`src/rtl/rlbp_s2p_pkg.sv`:
```
// ============================================================================
// Module : rlbp_s2p_pkg
// Brief  : Register offsets, ID constant and bit positions for rlbp_s2p_capture
// Rev    : 1.0  initial release
// ============================================================================
`default_nettype none

package rlbp_s2p_pkg;

  // Register select, decoded from wbs_adr_i[3:2]
  typedef enum logic [1:0] {
    REG_DATA   = 2'd0,
    REG_STATUS = 2'd1,
    REG_CTRL   = 2'd2,
    REG_ID     = 2'd3
  } reg_sel_e;

  localparam logic [31:0] ID_VALUE = 32'h524C_5331;

  localparam int STAT_EMPTY   = 0;
  localparam int STAT_FULL    = 1;
  localparam int STAT_OVF     = 2;
  localparam int STAT_CNT_LSB = 8;

  localparam int CTRL_EN      = 0;
  localparam int CTRL_CLR     = 1;
  localparam int CTRL_THR_LSB = 8;
  localparam int CTRL_THR_W   = 8;

endpackage

`default_nettype wire

```
`src/rtl/rlbp_s2p_fifo.sv`:
```
// ============================================================================
// Module : rlbp_s2p_fifo
// Brief  : Synchronous first-word-fall-through FIFO with flush
// Rev    : 1.0  initial release
// ============================================================================
`default_nettype none

module rlbp_s2p_fifo #(
  parameter int WIDTH = 8,
  parameter int DEPTH = 8
) (
  input  logic                     clk,
  input  logic                     rst_n,
  input  logic                     flush,
  input  logic                     push,
  input  logic                     pop,
  input  logic [WIDTH-1:0]         wdata,
  output logic [WIDTH-1:0]         rdata,
  output logic [$clog2(DEPTH):0]   count,
  output logic                     full,
  output logic                     empty
);

  localparam int AW = $clog2(DEPTH);
  localparam logic [AW:0] c_full_count = (AW+1)'(DEPTH);

  logic [WIDTH-1:0] r_mem [DEPTH];
  logic [AW-1:0]    r_wptr;
  logic [AW-1:0]    r_rptr;
  logic [AW:0]      r_count;
  logic             w_do_push;
  logic             w_do_pop;

  assign empty = (r_count == '0);
  assign full  = (r_count == c_full_count);
  assign count = r_count;
  assign rdata = empty ? '0 : r_mem[r_rptr];

  // A pop frees the slot the same-edge push needs, so a full FIFO still accepts
  assign w_do_pop  = pop & ~flush & ~empty;
  assign w_do_push = push & ~flush & (~full | w_do_pop);

  always_ff @(posedge clk) begin
    if (!rst_n || flush) begin
      r_wptr  <= '0;
      r_rptr  <= '0;
      r_count <= '0;
    end else begin
      if (w_do_push) r_wptr <= r_wptr + 1'b1;
      if (w_do_pop)  r_rptr <= r_rptr + 1'b1;
      case ({w_do_push, w_do_pop})
        2'b10:   r_count <= r_count + 1'b1;
        2'b01:   r_count <= r_count - 1'b1;
        default: r_count <= r_count;
      endcase
    end
  end

  always_ff @(posedge clk) begin
    if (w_do_push) r_mem[r_wptr] <= wdata;
  end

endmodule

`default_nettype wire

```
`src/rtl/rlbp_s2p_capture.sv`:
```
// ============================================================================
// Module : rlbp_s2p_capture
// Brief  : RLBP serial-to-parallel capture, FIFO and Wishbone register slave.
//          `define RLBP_S2P_IRQ_EN builds the threshold/overflow interrupt.
// Rev    : 1.0  initial release
// ============================================================================
`default_nettype none

module rlbp_s2p_capture
  import rlbp_s2p_pkg::*;
#(
  parameter int         WIDTH    = 8,
  parameter int         DEPTH    = 8,
  parameter logic [3:0] BASE_NIB = 4'h4
) (
  input  logic        wb_clk_i,
  input  logic        wb_rst_ni,
  input  logic        s_data_i,
  input  logic        s_valid_i,
  input  logic        wbs_stb_i,
  input  logic        wbs_cyc_i,
  input  logic        wbs_we_i,
  input  logic [3:0]  wbs_sel_i,
  input  logic [31:0] wbs_adr_i,
  input  logic [31:0] wbs_dat_i,
  output logic        wbs_ack_o,
  output logic [31:0] wbs_dat_o,
  output logic        irq_o
);

  localparam int BCW = $clog2(WIDTH);
  localparam int CW  = $clog2(DEPTH) + 1;
  localparam logic [BCW-1:0] c_last_bit = BCW'(WIDTH - 1);

  logic [WIDTH-1:0]      r_shift;
  logic [BCW-1:0]        r_bitcnt;
  logic                  r_en;
  logic [CTRL_THR_W-1:0] r_thresh;
  logic                  r_ovf;
  logic                  r_ack;
  logic [31:0]           r_dat;

  logic                  w_access;
  logic                  w_wr;
  logic                  w_rd;
  reg_sel_e              w_reg;
  logic                  w_clr;
  logic                  w_ovf_clr;
  logic                  w_bit_take;
  logic                  w_word_done;
  logic [WIDTH-1:0]      w_word;
  logic                  w_push;
  logic                  w_pop;
  logic                  w_ovf_set;
  logic [WIDTH-1:0]      w_fifo_rdata;
  logic [CW-1:0]         w_count;
  logic                  w_full;
  logic                  w_empty;
  logic [31:0]           w_rdval;
  logic                  w_unused;

  assign w_access = wbs_cyc_i & wbs_stb_i & (wbs_adr_i[31:28] == BASE_NIB) & ~r_ack;
  assign w_reg    = reg_sel_e'(wbs_adr_i[3:2]);
  assign w_wr     = w_access & wbs_we_i & wbs_sel_i[0];
  assign w_rd     = w_access & ~wbs_we_i;

  assign w_clr     = w_wr & (w_reg == REG_CTRL) & wbs_dat_i[CTRL_CLR];
  assign w_ovf_clr = w_wr & (w_reg == REG_STATUS) & wbs_dat_i[STAT_OVF];

  assign w_bit_take  = r_en & s_valid_i;
  assign w_word_done = w_bit_take & (r_bitcnt == c_last_bit);
  assign w_word      = {r_shift[WIDTH-2:0], s_data_i};

  assign w_push    = w_word_done & ~w_clr;
  assign w_pop     = w_rd & (w_reg == REG_DATA) & ~w_empty;
  assign w_ovf_set = w_push & w_full & ~w_pop;

  always_ff @(posedge wb_clk_i) begin
    if (!wb_rst_ni || w_clr) begin
      r_shift  <= '0;
      r_bitcnt <= '0;
    end else if (w_bit_take) begin
      r_shift  <= w_word;
      r_bitcnt <= w_word_done ? '0 : r_bitcnt + 1'b1;
    end
  end

  rlbp_s2p_fifo #(
    .WIDTH (WIDTH),
    .DEPTH (DEPTH)
  ) u_fifo (
    .clk   (wb_clk_i),
    .rst_n (wb_rst_ni),
    .flush (w_clr),
    .push  (w_push),
    .pop   (w_pop),
    .wdata (w_word),
    .rdata (w_fifo_rdata),
    .count (w_count),
    .full  (w_full),
    .empty (w_empty)
  );

  // A same-edge set outranks a firmware clear; CLR cannot collide with a set
  always_ff @(posedge wb_clk_i) begin
    if (!wb_rst_ni) begin
      r_ovf <= 1'b0;
    end else if (w_ovf_set) begin
      r_ovf <= 1'b1;
    end else if (w_ovf_clr || w_clr) begin
      r_ovf <= 1'b0;
    end
  end

  always_ff @(posedge wb_clk_i) begin
    if (!wb_rst_ni) begin
      r_en     <= 1'b0;
      r_thresh <= '0;
    end else if (w_wr && (w_reg == REG_CTRL)) begin
      r_en     <= wbs_dat_i[CTRL_EN];
      r_thresh <= wbs_dat_i[CTRL_THR_LSB +: CTRL_THR_W];
    end
  end

  always_comb begin
    w_rdval = '0;
    case (w_reg)
      REG_DATA:   w_rdval[WIDTH-1:0] = w_fifo_rdata;
      REG_STATUS: begin
        w_rdval[STAT_CNT_LSB +: CW] = w_count;
        w_rdval[STAT_OVF]           = r_ovf;
        w_rdval[STAT_FULL]          = w_full;
        w_rdval[STAT_EMPTY]         = w_empty;
      end
      REG_CTRL: begin
        w_rdval[CTRL_EN]                       = r_en;
        w_rdval[CTRL_THR_LSB +: CTRL_THR_W]    = r_thresh;
      end
      default:    w_rdval = ID_VALUE;
    endcase
  end

  always_ff @(posedge wb_clk_i) begin
    if (!wb_rst_ni) begin
      r_ack <= 1'b0;
      r_dat <= '0;
    end else begin
      r_ack <= w_access;
      r_dat <= w_access ? w_rdval : '0;
    end
  end

  assign wbs_ack_o = r_ack;
  assign wbs_dat_o = r_dat;

`ifdef RLBP_S2P_IRQ_EN
  logic r_irq;

  always_ff @(posedge wb_clk_i) begin
    if (!wb_rst_ni) begin
      r_irq <= 1'b0;
    end else begin
      r_irq <= (r_en & (32'(w_count) >= 32'(r_thresh)) & (r_thresh != '0)) | r_ovf;
    end
  end

  assign irq_o = r_irq;
`else
  assign irq_o = 1'b0;
`endif

  assign w_unused = &{1'b0, wbs_adr_i[27:4], wbs_adr_i[1:0], wbs_sel_i[3:1],
                      wbs_dat_i[31:16], wbs_dat_i[7:3]};

endmodule

`default_nettype wire

```
`config.mk`:
```
export PLATFORM = sky130hd
export DESIGN_NAME = rlbp_s2p_capture
export DESIGN_NICKNAME = d
export VERILOG_FILES = /design/src/rtl/rlbp_s2p_pkg.sv /design/src/rtl/rlbp_s2p_fifo.sv /design/src/rtl/rlbp_s2p_capture.sv
export SDC_FILE = /design/constraint.sdc
export NUM_CORES = 1
export LEC_CHECK = 0
export CAP_MARGIN = 5
export CORE_AREA = 3 3 98 100
export CTS_BUF_LIST = sky130_fd_sc_hd__clkbuf_8
export DETAILED_ROUTE_END_ITERATION = 10
export DIE_AREA = 0 0 101 103
export DONT_BUFFER_PORTS = 1
export PLACE_DENSITY = 0.73
export SLEW_MARGIN = 15
export SYNTH_ARGS = -nofsm -noshare
export SYNTH_HDL_FRONTEND = slang
export SYNTH_SLANG_ARGS = --single-unit
```
`constraint.sdc`:
```
create_clock -name wb_clk_i -period 3.1 [get_ports wb_clk_i]
set_input_delay 0.62 -clock wb_clk_i [delete_from_list [all_inputs] [get_ports wb_clk_i]]
set_output_delay 0.62 -clock wb_clk_i [all_outputs]
set_load 0.03 [all_outputs]
```
* Word level (Yosys, flattened, before mapping)
Memory sizes are Yosys's and may differ from the RTL's. A register that Yosys moved wholly into a read port is not among the register bits. Index checks and enable logic that the tools add are counted.
Storage, ports and cells: register bits after elaboration 63, latch bits 0, memory bits (writable) 64, bits in read-only memories 0, input bits 75, output and inout port bits 34, word-level logic and storage cells 78, memories kept 1
Memory list:
- u_fifo.r_mem | depth 8, bits a word 8, rd ports 1, clocked after memory_dff 1, wr ports 1, line rlbp_s2p_fifo.sv:27 | logic [WIDTH-1:0] r_mem [DEPTH];
Operators by class: add/subtract/negate cells 5, $mul 0, div/mod/pow operators 0, order comparisons 0, equal/unequal tests 7, shift-type cells 0, muxes and demuxes 15, bitwise logic cells 28, reductions and logical operators 12
Operators by type and width (count):
- bitwise AND 1 bit | 21
- one-hot mux 4 bit (2 select lines) | 2
- 2-to-1 mux 15 bit | 1
- one-hot mux 4 bit (3 select lines) | 1
- one-hot mux 5 bit (2 select lines) | 1
- adder 3 x 1 -> 3 bit (second input constant) | 3
- 2-to-1 mux 3 bit | 3
- 2-to-1 mux 8 bit | 1
- NOT 1 bit | 6
- adder 4 x 1 -> 4 bit (second input constant) | 1
- == test 2 x 1 -> 1 bit (second input constant) | 2
- == test 2 bit (second input constant) | 2
- == test 4 x 3 -> 1 bit (second input constant) | 1
- == test 4 bit (second input constant) | 1
- logical NOT 4 bit | 1
- 2-to-1 mux 1 bit | 4
- one-hot mux 2 bit (2 select lines) | 1
- nonzero test 2 bit | 2
- OR reduction 2 bit | 2
- subtractor 4 x 1 -> 4 bit (second input constant) | 1
- == test 3 bit (second input constant) | 1
- one-hot mux 1 bit (3 select lines) | 1
- OR reduction 3 bit | 1
- logical NOT 2 bit | 1
- other kinds (5) | 6

* Depth between registers and ports, before layout
Gate-level depths: netlist of the first run.
word-level depth 14, mapped depth 14, depth with buffers taken out 13

* Modules after synthesis
A second synthesis of the first run with hierarchy kept.
Second synthesis, totals: cells, all modules 375, area, all modules 4844.6 µm²
Modules (own cells, without submodules):
- rlbp_s2p_fifo | times used 1, cells an instance 189, area each 3160.5 µm², sequential area each 2182.1 µm²
- rlbp_s2p_capture | times used 1, cells an instance 186, area each 1684.1 µm², sequential area each 760.7 µm²

* Least setup slack after synthesis of the first run
Ideal clock, no wire load.
kind input -> register, start point input wbs_adr_i[2], end point register u_fifo.r_count[2], in the netlist u_fifo.count[2], library setup time 0.070 ns, arrival time 2.842 ns, required time 3.030 ns, setup slack 0.188 ns, cell stages on the path 13, path buffers 1, cells stage by stage inv_1 > ha_1 > nand4b_1 > a311oi_2 > buf_6 > inv_1 > ha_1 > xor2_1 > ha_1 > a21oi_1 > xor2_1 > or3_1 > a21oi_1
On the way: longest elaborated chain between the ends 10, elaborated cells between the ends (all ways) 18, classes of those cells eq/ne: 3; mux: 1; bitwise: 11; reduce/logical: 3
Ends and longest elaborated chain:
- start: declaration | line rlbp_s2p_capture.sv:24 | input logic [31:0] wbs_adr_i,
- == test 2 bit | line rlbp_s2p_capture.sv:67 | assign w_clr = w_wr & (w_reg == REG_CTRL) & wbs_dat_i[CTRL_CLR];
- bitwise AND 1 bit (2 in a row) | line rlbp_s2p_capture.sv:67
- NOT 1 bit | line rlbp_s2p_fifo.sv:40, rlbp_s2p_fifo.sv:41, rlbp_s2p_capture.sv:74
- bitwise AND 1 bit (2 in a row) | line rlbp_s2p_fifo.sv:40 | assign w_do_pop = pop & ~flush & ~empty;
- bitwise OR 1 bit | line rlbp_s2p_fifo.sv:41 | assign w_do_push = push & ~flush & (~full | w_do_pop);
- bitwise AND 1 bit | line rlbp_s2p_fifo.sv:41
- == test 2 x 1 -> 1 bit / == test 2 bit (equally long branches) | line rlbp_s2p_fifo.sv:51 | case ({w_do_push, w_do_pop})
- one-hot mux 4 bit (2 select lines) / nonzero test 2 bit (equally long branches)
- end signal: assignment | line rlbp_s2p_fifo.sv:52 | 2'b10: r_count <= r_count + 1'b1;
- end signal: assignment | line rlbp_s2p_fifo.sv:53 | 2'b01: r_count <= r_count - 1'b1;
- end signal: assignment | line rlbp_s2p_fifo.sv:54 | default: r_count <= r_count;
- end: declaration | line rlbp_s2p_fifo.sv:30 | logic [AW:0] r_count;
Several ways; a longest one is shown, not always the timed one. A chain may end at the register's enable or synchronous reset.

* Final worst setup path of the first run
start point register r_ack, in the netlist wbs_ack_o, end point register u_fifo.r_count[2], in the netlist u_fifo.count[2]
On the way: longest elaborated chain between the ends 13, elaborated cells between the ends (all ways) 21, classes of those cells eq/ne: 2; mux: 1; bitwise: 16; reduce/logical: 2
Ends and longest elaborated chain:
- start: declaration | line rlbp_s2p_capture.sv:40 | logic r_ack;
- start signal: assignment | line rlbp_s2p_capture.sv:148 | r_ack <= w_access;
- NOT 1 bit * | line rlbp_s2p_capture.sv:62 | assign w_access = wbs_cyc_i & wbs_stb_i & (wbs_adr_i[31:28] == BASE_NIB) & ~r_ack;
- bitwise AND 1 bit * | line rlbp_s2p_capture.sv:62
- bitwise AND 1 bit (2 in a row) | line rlbp_s2p_capture.sv:64 | assign w_wr = w_access & wbs_we_i & wbs_sel_i[0];
- bitwise AND 1 bit (2 in a row) | line rlbp_s2p_capture.sv:67
- NOT 1 bit | line rlbp_s2p_fifo.sv:40, rlbp_s2p_fifo.sv:41, rlbp_s2p_capture.sv:74
- bitwise AND 1 bit (2 in a row) | line rlbp_s2p_fifo.sv:40
- bitwise OR 1 bit | line rlbp_s2p_fifo.sv:41
- bitwise AND 1 bit | line rlbp_s2p_fifo.sv:41
- == test 2 x 1 -> 1 bit / == test 2 bit (equally long branches) | line rlbp_s2p_fifo.sv:51
- one-hot mux 4 bit (2 select lines) / nonzero test 2 bit (equally long branches)
Mark *: on every way between the ends. The rest lies on a longest branch, timed or not.

==> results of run 1 <==
-- worst max path at each step --
stage / startpoint / end / slack [ps] / depth (start not counted)
4_1_cts: wbs_ack_o / u_fifo.count[2] / 300 / 11
5_1_grt: wbs_ack_o / u_fifo.count[2] / 150 / 11
3_5_place_dp: wbs_adr_i[3] / u_fifo.count[2] / 150 / 12
6_report: wbs_ack_o / u_fifo.count[2] / 290 / 11
2_1_floorplan: wbs_adr_i[2] / u_fifo.count[2] / 190 / 13
3_3_place_gp: wbs_adr_i[2] / u_fifo.count[2] / 150 / 12
-- sequential cells by signal, indices dropped and copies added, names as in the netlist, named ones only --
register and count:
r_ovf 1, r_shift 7, r_en 1, wbs_dat_o 17, u_fifo.r_rptr 3, r_bitcnt 3
wbs_ack_o 1, r_thresh 8, u_fifo.count 4, u_fifo.r_wptr 3, u_fifo.r_mem 64
-- cell type report --
cell class / count / share of cell area (%)
inverters: 5 / 0.363
clock inverters: 15 / 2.59
repair buffers: 12 / 1.74
well taps: 108 / 2.61
clock buffers: 17 / 4.52
multi-input cells: 198 / 31.3
flip-flops and latches: 115 / 56.9
-- per-layer routing --
metal,GRT usage [%],share of wire [%],up-vias
li1,-,-,1274
met1,24.9,43,1344
met2,31.6,50,75
met3,5.82,5.4,17
met4,7.98,1.9,0
met5,0,0,-
-- synth_stat cells, types with 2 or more instances --
cell,count,area share [%]
nand2_1,25,2.0
nand4_1,3,0.39
nor4_1,5,0.66
o21ai_0,4,0.42
and4b_2,2,0.47
buf_2,4,0.42
nand4b_1,2,0.37
o32ai_1,2,0.37
and3_1,3,0.39
a21oi_1,16,1.7
dfxtp_1,51,21
a22oi_1,3,0.47
nor2_1,23,1.8
buf_4,17,2.7
edfxtp_1,64,40
nand2b_1,6,0.79
xnor2_1,2,0.37
nand3_1,4,0.42
nor3_2,2,0.42
or3_1,3,0.39
a221oi_1,3,0.55
nor3_1,5,0.52
mux2i_1,22,4.6
and4b_1,2,0.42
mux4_2,16,7.5
nor3b_1,2,0.31
ha_1,11,2.9
xor2_1,3,0.55
buf_6,2,0.47
inv_1,4,0.31
and2_1,3,0.39
clkbuf_2,2,0.21
buf_1,3,0.24
clkbuf_1,3,0.24
-- power breakdown --
| group | total, mW | internal (mW) | switching [mW] |
|---|---|---|---|
| sequential | 1.59 | 1.59 | 0.00123 |
| clock | 1.28 | 0.589 | 0.695 |
| combinational | 0.0546 | 0.0119 | 0.0427 |
-- worst max-delay path, cell delays in order, from the launching register on --
cell	delay, ps
dfxtp_1	450
and4b_2	390
nand4b_1	190
a311oi_2	370
inv_1	100
ha_1	220
xor2_1	150
ha_1	170
a21oi_1	150
xor2_1	90
or3_1	300
a21oi_1	140
-- cells by family after synthesis --
| logic type | after synthesis | share of synthesized area, % |
|---|---|---|
| AO/OA/AOI/OAI | 35 | 5.22 |
| XOR/XNOR | 5 | 0.917 |
| adder cells (fa/ha/maj) | 11 | 2.88 |
| buffers and inverters | 38 | 5.24 |
| flip-flops | 115 | 61.6 |
| multiplexers | 39 | 12.4 |
| other | 1 | 0.0785 |
| AND/OR/NAND/NOR | 97 | 11.6 |
-- metrics by stage --
step                utilization [%]  power, mW
finish                         59.1       2.93
global placement               54.9       1.68
global route                   59.1       3.05
detailed placement             54.9       1.68
floorplan                         -       1.69
CTS                            59.1       2.96
==> results.ini, run 1 <==
[route]
viasPerCell = 5.77
wl_per_cell_um = 19.8
drt_wl_total_mm = 9.31
drc = 0
first_iter_violations = 205
first_pass_iters = 4
vias = 2710
ant_nets = 0

[die]
die_area_um2 = 10400
die_y_um = 103
start_util_pct = 54.5
ios = 109
coreArea_um2 = 8760
die_w_um = 101
row_count = 34

[logic_synthesis]
synth_edf_count = 64
ys_seq_area_share_pct = 61.6
synthCells = 341
synthFlopType = edfxtp_1
ys_ff_latch = 115
avgSynthCellArea_um2 = 14.0
synth_cell_type_count = 53
syn_area_um2 = 4770
yosys_warnings = 0
async_reset_ff_share_pct = 0

[worst_setup_path]
arrival_ps = 3160
r2r-end = u_fifo.count[2]
crit_type = flop to flop
reg2reg_depth = 11
cp-start-kind = flop
critPathRequiredTime_ps = 3450
endpoint_kind = flop
r2r-start = wbs_ack_o
rrSetupSlack_ps = 290
crit_fanout = 4

[final_layout]
antenna_cells = 0
area_growth_pct = 8.39
final_cell_mix = edfxtp_1 (64), dfxtp_1 (50), nand2_1 (25)
final_common_cell = edfxtp_1
final-seq-area_um2 = 2940
drive_gt1_share_pct = 19.9
layout.nets = 435
fill_cells = 685
stdcell_area_um2 = 5170
fin_cells = 470
multi_input_area_um2 = 1620

[global_routing]
first_global_vias = 2740
grt_usage_pct = 19.6
grt_max_degree = 19
grt_pass1_wl_mm = 14.9
antenna_found_initial = 0
grt-ovfl-total = 0

[cts]
clock_latency_ps = 430
cts_tree = done
cts-root-buf = clkbuf_8
cts_sinks = 115
cts_made_buffers = 17
cts_buffer_depth = 2
path_clk_slew_ps = 90
post_cts_buffers = 0
holdBufCountCts = 0
h-tree-depth = 4
cts-resized-gates = 0

[timing]
slew_viol_final = 0
max_freq_mhz = 356
holdWs_ps = 287
fin_skew_ps = 17.5
setup_viol = 0
period_share_pct = 90.6
rsz0062_at_grt = false
slew_headroom_pct = 40.2
timing.final.ws_setup_ps = 293
hold_viol = 0
fin_tns_setup_ps = 0
timing_worst_slew_pin_value_ps = 898
layout_min_cycle_time_ps = 2810

[run_status]
status = completed

[pwr]
vdd_drop_max_uv = 246
pwr_density_cell_nw_per_um2 = 567
leakage_nw = 1.95

[min_path]
hold_end = u_fifo.r_mem[4][0]
hold_start = s_data_i
hp-class = primary input to flop
hold-path-cell-count = 0

[placed_design]
placed_area_um2 = 4810
place_ws_ps = 155
portBuffers = 0
placed_cells = 438
place_congestion = 0.770
dpl.hpwl_mm = 6.20

[flow_run]
maxCapViolations = 0

Note: power is estimated with default switching activity, not from simulation.
==> run 2: changes to the inputs <==
- CORE_AREA: 3 3 98 100 -> 2 2 97 99
- DIE_AREA: 0 0 101 103 -> 0 0 99 101
==> run 2 against run 1 <==
Clock power grew 20%. Via count decreased by 0.89%. Die area fell by 3.9%. Non-clock buffer count is 2 lower. Utilization is 0.56 points lower. Total power is 8.5% higher. Largest cell class unchanged.
==> results.ini, run 2 (synthesized netlist as in run 1, its figures left out) <==
[cts]
h-tree-depth = 4
path_clk_slew_ps = 70
cts-resized-gates = 0
cts_buffer_depth = 2
cts_made_buffers = 17
post_cts_buffers = 0
holdBufCountCts = 0
cts-root-buf = clkbuf_8
cts_sinks = 115
clock_latency_ps = 420
cts_tree = done

[final_layout]
layout.nets = 433
final_cell_mix = edfxtp_1 (64), dfxtp_1 (50), nand2_1 (25)
final_common_cell = edfxtp_1
drive_gt1_share_pct = 19.2
final-seq-area_um2 = 2940
largest_reg_flops = 64
fill_cells = 674
regMostFlops = u_fifo.r_mem
antenna_cells = 0
area_growth_pct = 9.98
fin_cells = 471
multi_input_area_um2 = 1620
stdcell_area_um2 = 5250

[route]
first_pass_iters = 4
vias = 2686
wl_per_cell_um = 18.7
first_iter_violations = 170
drc = 0
viasPerCell = 5.70
ant_nets = 0
drt_wl_total_mm = 8.83

[timing]
hold_viol = 0
setup_viol = 0
fin_tns_setup_ps = 0
timing.final.ws_setup_ps = 324
slew_headroom_pct = 39.6
timing_worst_slew_pin_value_ps = 908
rsz0062_at_grt = false
period_share_pct = 89.5
slew_viol_final = 0
fin_skew_ps = 13.3
max_freq_mhz = 360
layout_min_cycle_time_ps = 2780

[placed_design]
portBuffers = 0
placed_area_um2 = 4800
place_ws_ps = 135
placed_cells = 439
dpl.hpwl_mm = 5.89
place_congestion = 0.796

[worst_setup_path]
crit_type = flop to flop
cp-start-kind = flop
arrival_ps = 3110
critPathRequiredTime_ps = 3440
endpoint_kind = flop
crit_fanout = 4

[die]
die_y_um = 101
start_util_pct = 53.2
die_area_um2 = 10000
die_w_um = 99
ios = 109
coreArea_um2 = 8980
row_count = 35

[pwr]
power_mw = 3.18
pwr_density_cell_nw_per_um2 = 606
vdd_drop_max_uv = 348
leakage_nw = 1.98

[min_path]
hp-class = primary input to flop

[global_routing]
grt_max_degree = 19
antenna_found_initial = 0
grt_pass1_wl_mm = 14.2
grt-ovfl-total = 0
grt_usage_pct = 19.2
first_global_vias = 2627

[run_status]
status = completed

[flow_run]
maxCapViolations = 0

run 2: cell types whose count changed in the layout (fill, tap and decap cells not counted):
cell,previous run,this run
buf_4,12,10
bufinv_16,0,4
clkbuf_8,17,22
clkinv_2,0,4
clkinv_4,3,1
inv_1,4,5
inv_4,3,0
inv_6,5,0
inv_8,4,0
run 2: through the flow:
stage / util (%) / hold WS, ps
floorplan: - / 436
global placement: 53.4 / 458
detailed placement: 53.4 / 456
CTS: 58.5 / 270
global route: 58.5 / 262
finish: 58.5 / 294
run 2: path summary, 6_finish.rpt:
| kind | end | start | cells past startpoint | slack, ps |
|---|---|---|---|---|
| min reg2reg | wbs_dat_o[12] | r_thresh[4] | 2 | 470 |
| max reg2reg | u_fifo.count[2] | wbs_ack_o | 11 | 320 |
| max | u_fifo.count[2] | wbs_ack_o | 11 | 320 |
| min | u_fifo.r_mem[6][0] | s_data_i | 0 | 290 |
run 2: cell type report:
class	instances	share of cell area, %
tap	111	2.64
inverter	5	0.357
clock buffer	22	5.77
timing repair buffer	10	1.43
multi-input combinational	198	30.8
clock inverter	10	2.91
sequential	115	56.1
run 2: worst max-delay path, cell delays in order, from the launching register on:
cell,delay [ps]
dfxtp_1,420
and4b_2,370
nand4b_1,190
a311oi_2,370
inv_1,110
ha_1,220
xor2_1,150
ha_1,190
a21oi_1,140
xor2_1,90
or3_1,310
a21oi_1,150
run 2: layer usage:
layer  vias up  part of all wire [%]  global-route usage [%]
li1       1266                     -                       -
met5         -                     0                       0
met4         0                  0.99                    6.53
met1      1326                    42                    24.9
met3         6                   6.6                    5.69
met2        88                    51                    31.1
run 2: where the power goes:
part	internal [mW]	switching (mW)	total, mW
combinational	0.0117	0.0417	0.0534
sequential	1.59	0.00119	1.60
clock	0.977	0.556	1.53
==> run 3: changes to the inputs <==
- GPL_TIMING_DRIVEN: default -> 0
- PLACE_DENSITY: 0.73 -> 0.74
- SYNTH_HIERARCHICAL: default -> 1
==> run 3 against run 2 <==
Cell area grew 7.1%. Combinational power grew 44%. Final cell count grew 13%. Via count grew 15%. Die area is the same. Clock skew is essentially flat. Sequential power is essentially flat. Largest power group unchanged.
==> results.ini, run 3 <==
[run_status]
status = completed

[worst_setup_path]
startpoint = wbs_ack_o
endpoint_kind = flop
arrival_ps = 3250
r2r-start = wbs_ack_o
crit_chain = or4b_4, nor3_4, a21oi_2, nor2_2, nand2_1, inv_1, ha_1, a21o_1, a21oi_1, mux2i_1, mux2_1
cp-start-kind = flop
cpMaxStageDelayCell = or4b_4
critPathMaxStageDelay_ps = 530
critPathRequiredTime_ps = 3400
crit_type = flop to flop
crit_fanout = 6

[timing]
timing_worst_slew_pin_value_ps = 869
layout_min_cycle_time_ps = 2960
slew_viol_final = 0
hold_viol = 0
setup_viol = 0
fin_skew_ps = 13.4
period_share_pct = 95.4
max_freq_mhz = 338
slew_headroom_pct = 41.8

[final_layout]
regMostFlops = u_fifo/r_mem
fin_cells = 533
stdcell_area_um2 = 5620
final_common_cell = edfxtp_1
drive_gt1_share_pct = 25.1
antenna_cells = 0
layout.nets = 495
fin_util_pct = 62.6
final_cell_mix = edfxtp_1 (64), dfxtp_1 (46), nand2_1 (27)
largest_reg_flops = 64
area_growth_pct = 16.1

[die]
ios = 109
die_y_um = 101
row_count = 35
coreArea_um2 = 8980
die_area_um2 = 10000
die_w_um = 99
start_util_pct = 54.0

[cts]
cts-root-buf = clkbuf_8
cts_made_buffers = 17
cts_buffer_depth = 2
cts_sinks = 115
path_clk_slew_ps = 70
clock_latency_ps = 410
cts_tree = done
h-tree-depth = 4

[logic_synthesis]
synth_most_common_cell = edfxtp_1
avgSynthCellArea_um2 = 12.9
yosys_warnings = 6
synth_cell_type_count = 50
async_reset_ff_share_pct = 0
syn_area_um2 = 4840
ys_seq_area_share_pct = 60.7
synth_edf_count = 64
ys_ff_latch = 115
synthCells = 375
synth_top_area_share_pct = 39.7
synthFlopType = edfxtp_1
synth_top_cell_by_area = edfxtp_1
synth_common_cells = edfxtp_1 (64), dfxtp_1 (51), nand2_1 (27), nor2_1 (27)
synth_area_leaders = edfxtp_1 (40%), dfxtp_1 (21%), mux4_2 (7.4%)

[global_routing]
grt_pass1_wl_mm = 15.2
grt_usage_pct = 20.2
antenna_found_initial = 0
grt-ovfl-total = 0
grt_max_degree = 17
first_global_vias = 2928

[route]
wl_per_cell_um = 18.1
viasPerCell = 5.79
drc = 0
wl_met1_mm = 4.10
met2_length_mm = 4.86
vias = 3087
top_layer = met4
first_iter_violations = 266
drt_wl_total_mm = 9.64
ant_nets = 0
first_pass_iters = 5
wl_met3_um = 570

[placed_design]
place_congestion = 0.837
portBuffers = 0
placed_area_um2 = 5060
placed_cells = 496
dpl.hpwl_mm = 6.58

[min_path]
hold_start = s_data_i
hp-class = primary input to flop

[pwr]
vdd_drop_max_uv = 338
pwr_density_cell_nw_per_um2 = 547
power_mw = 3.08
leakage_nw = 2.04

[flow_run]
maxCapViolations = 0

-- run 3: timing repair --
| action | in CTS | in global routing |
|---|---|---|
| gates resized for setup | 8 | 19 |
| pin swaps | 0 | 3 |
| setup buffers | 0 | 6 |
| hold buffers | 0 | 0 |
| setup endpoints to repair | 41 | 65 |
-- run 3: where the power goes --
| part | internal (mW) | switching (mW) | leakage (nW) |
|---|---|---|---|
| registers | 1.59 | 0.00106 | 1.10 |
| clock network | 0.800 | 0.606 | 0.200 |
| logic | 0.0268 | 0.0499 | 0.743 |
-- run 3: area by class of cell --
class                   count  area, µm²
plain buffers              36        220
repair buffers              6       57.6
inverters                   9       33.8
fillers                   649       3350
well taps                 111        139
flip-flops and latches    115       2950
clock buffers              17        234
multi-input cells         224       1810
clock inverters            15        181
-- run 3: final timing paths --
kind	end	slack, ps	cells after the start
max	u_fifo/count[3]	140	11
min reg2reg	r_bitcnt[2]	460	2
min	u_fifo/r_mem[3][0]	300	0
max reg2reg	u_fifo/count[3]	140	11
-- run 3: cell families (layout without fill, tap and decap cells) --
family	Yosys count	after routing	synth area share [%]
fa+ha+maj	11	11	3.00
mux	28	28	9.94
buf+inv	46	83	5.17
xor+xnor	5	5	0.904
simple gates	111	111	11.7
flops	115	115	60.7
other cells	1	11	0.0774
compound gates	58	58	8.47
-- run 3: per-stage QoR --
step           worst slack [ps]  setup TNS (ps)  hold slack [ps]
3_3_place_gp               -516          -28220              445
4_1_cts                    -235           -4290              280
3_5_place_dp               -551          -22560              453
6_report                    142               0              301
2_1_floorplan              21.2               0              435
5_1_grt                   -20.1            -134              275
-- run 3: critical path: cells and delay by family (launching register included) --
kind | cells | cell delay, ps
AO/OA/AOI/OAI | 3 | 500
adder cells (fa/ha/maj) | 1 | 220
buffers and inverters | 1 | 90
flip-flops | 1 | 400
multiplexers | 2 | 570
AND/OR/NAND/NOR | 4 | 1050
-- run 3: per-layer routing --
metal  up-vias  track usage [%]
met3        10             4.37
met5         -                0
met2       135             33.8
met1      1498             26.1
li1       1444                -
met4         0             7.59
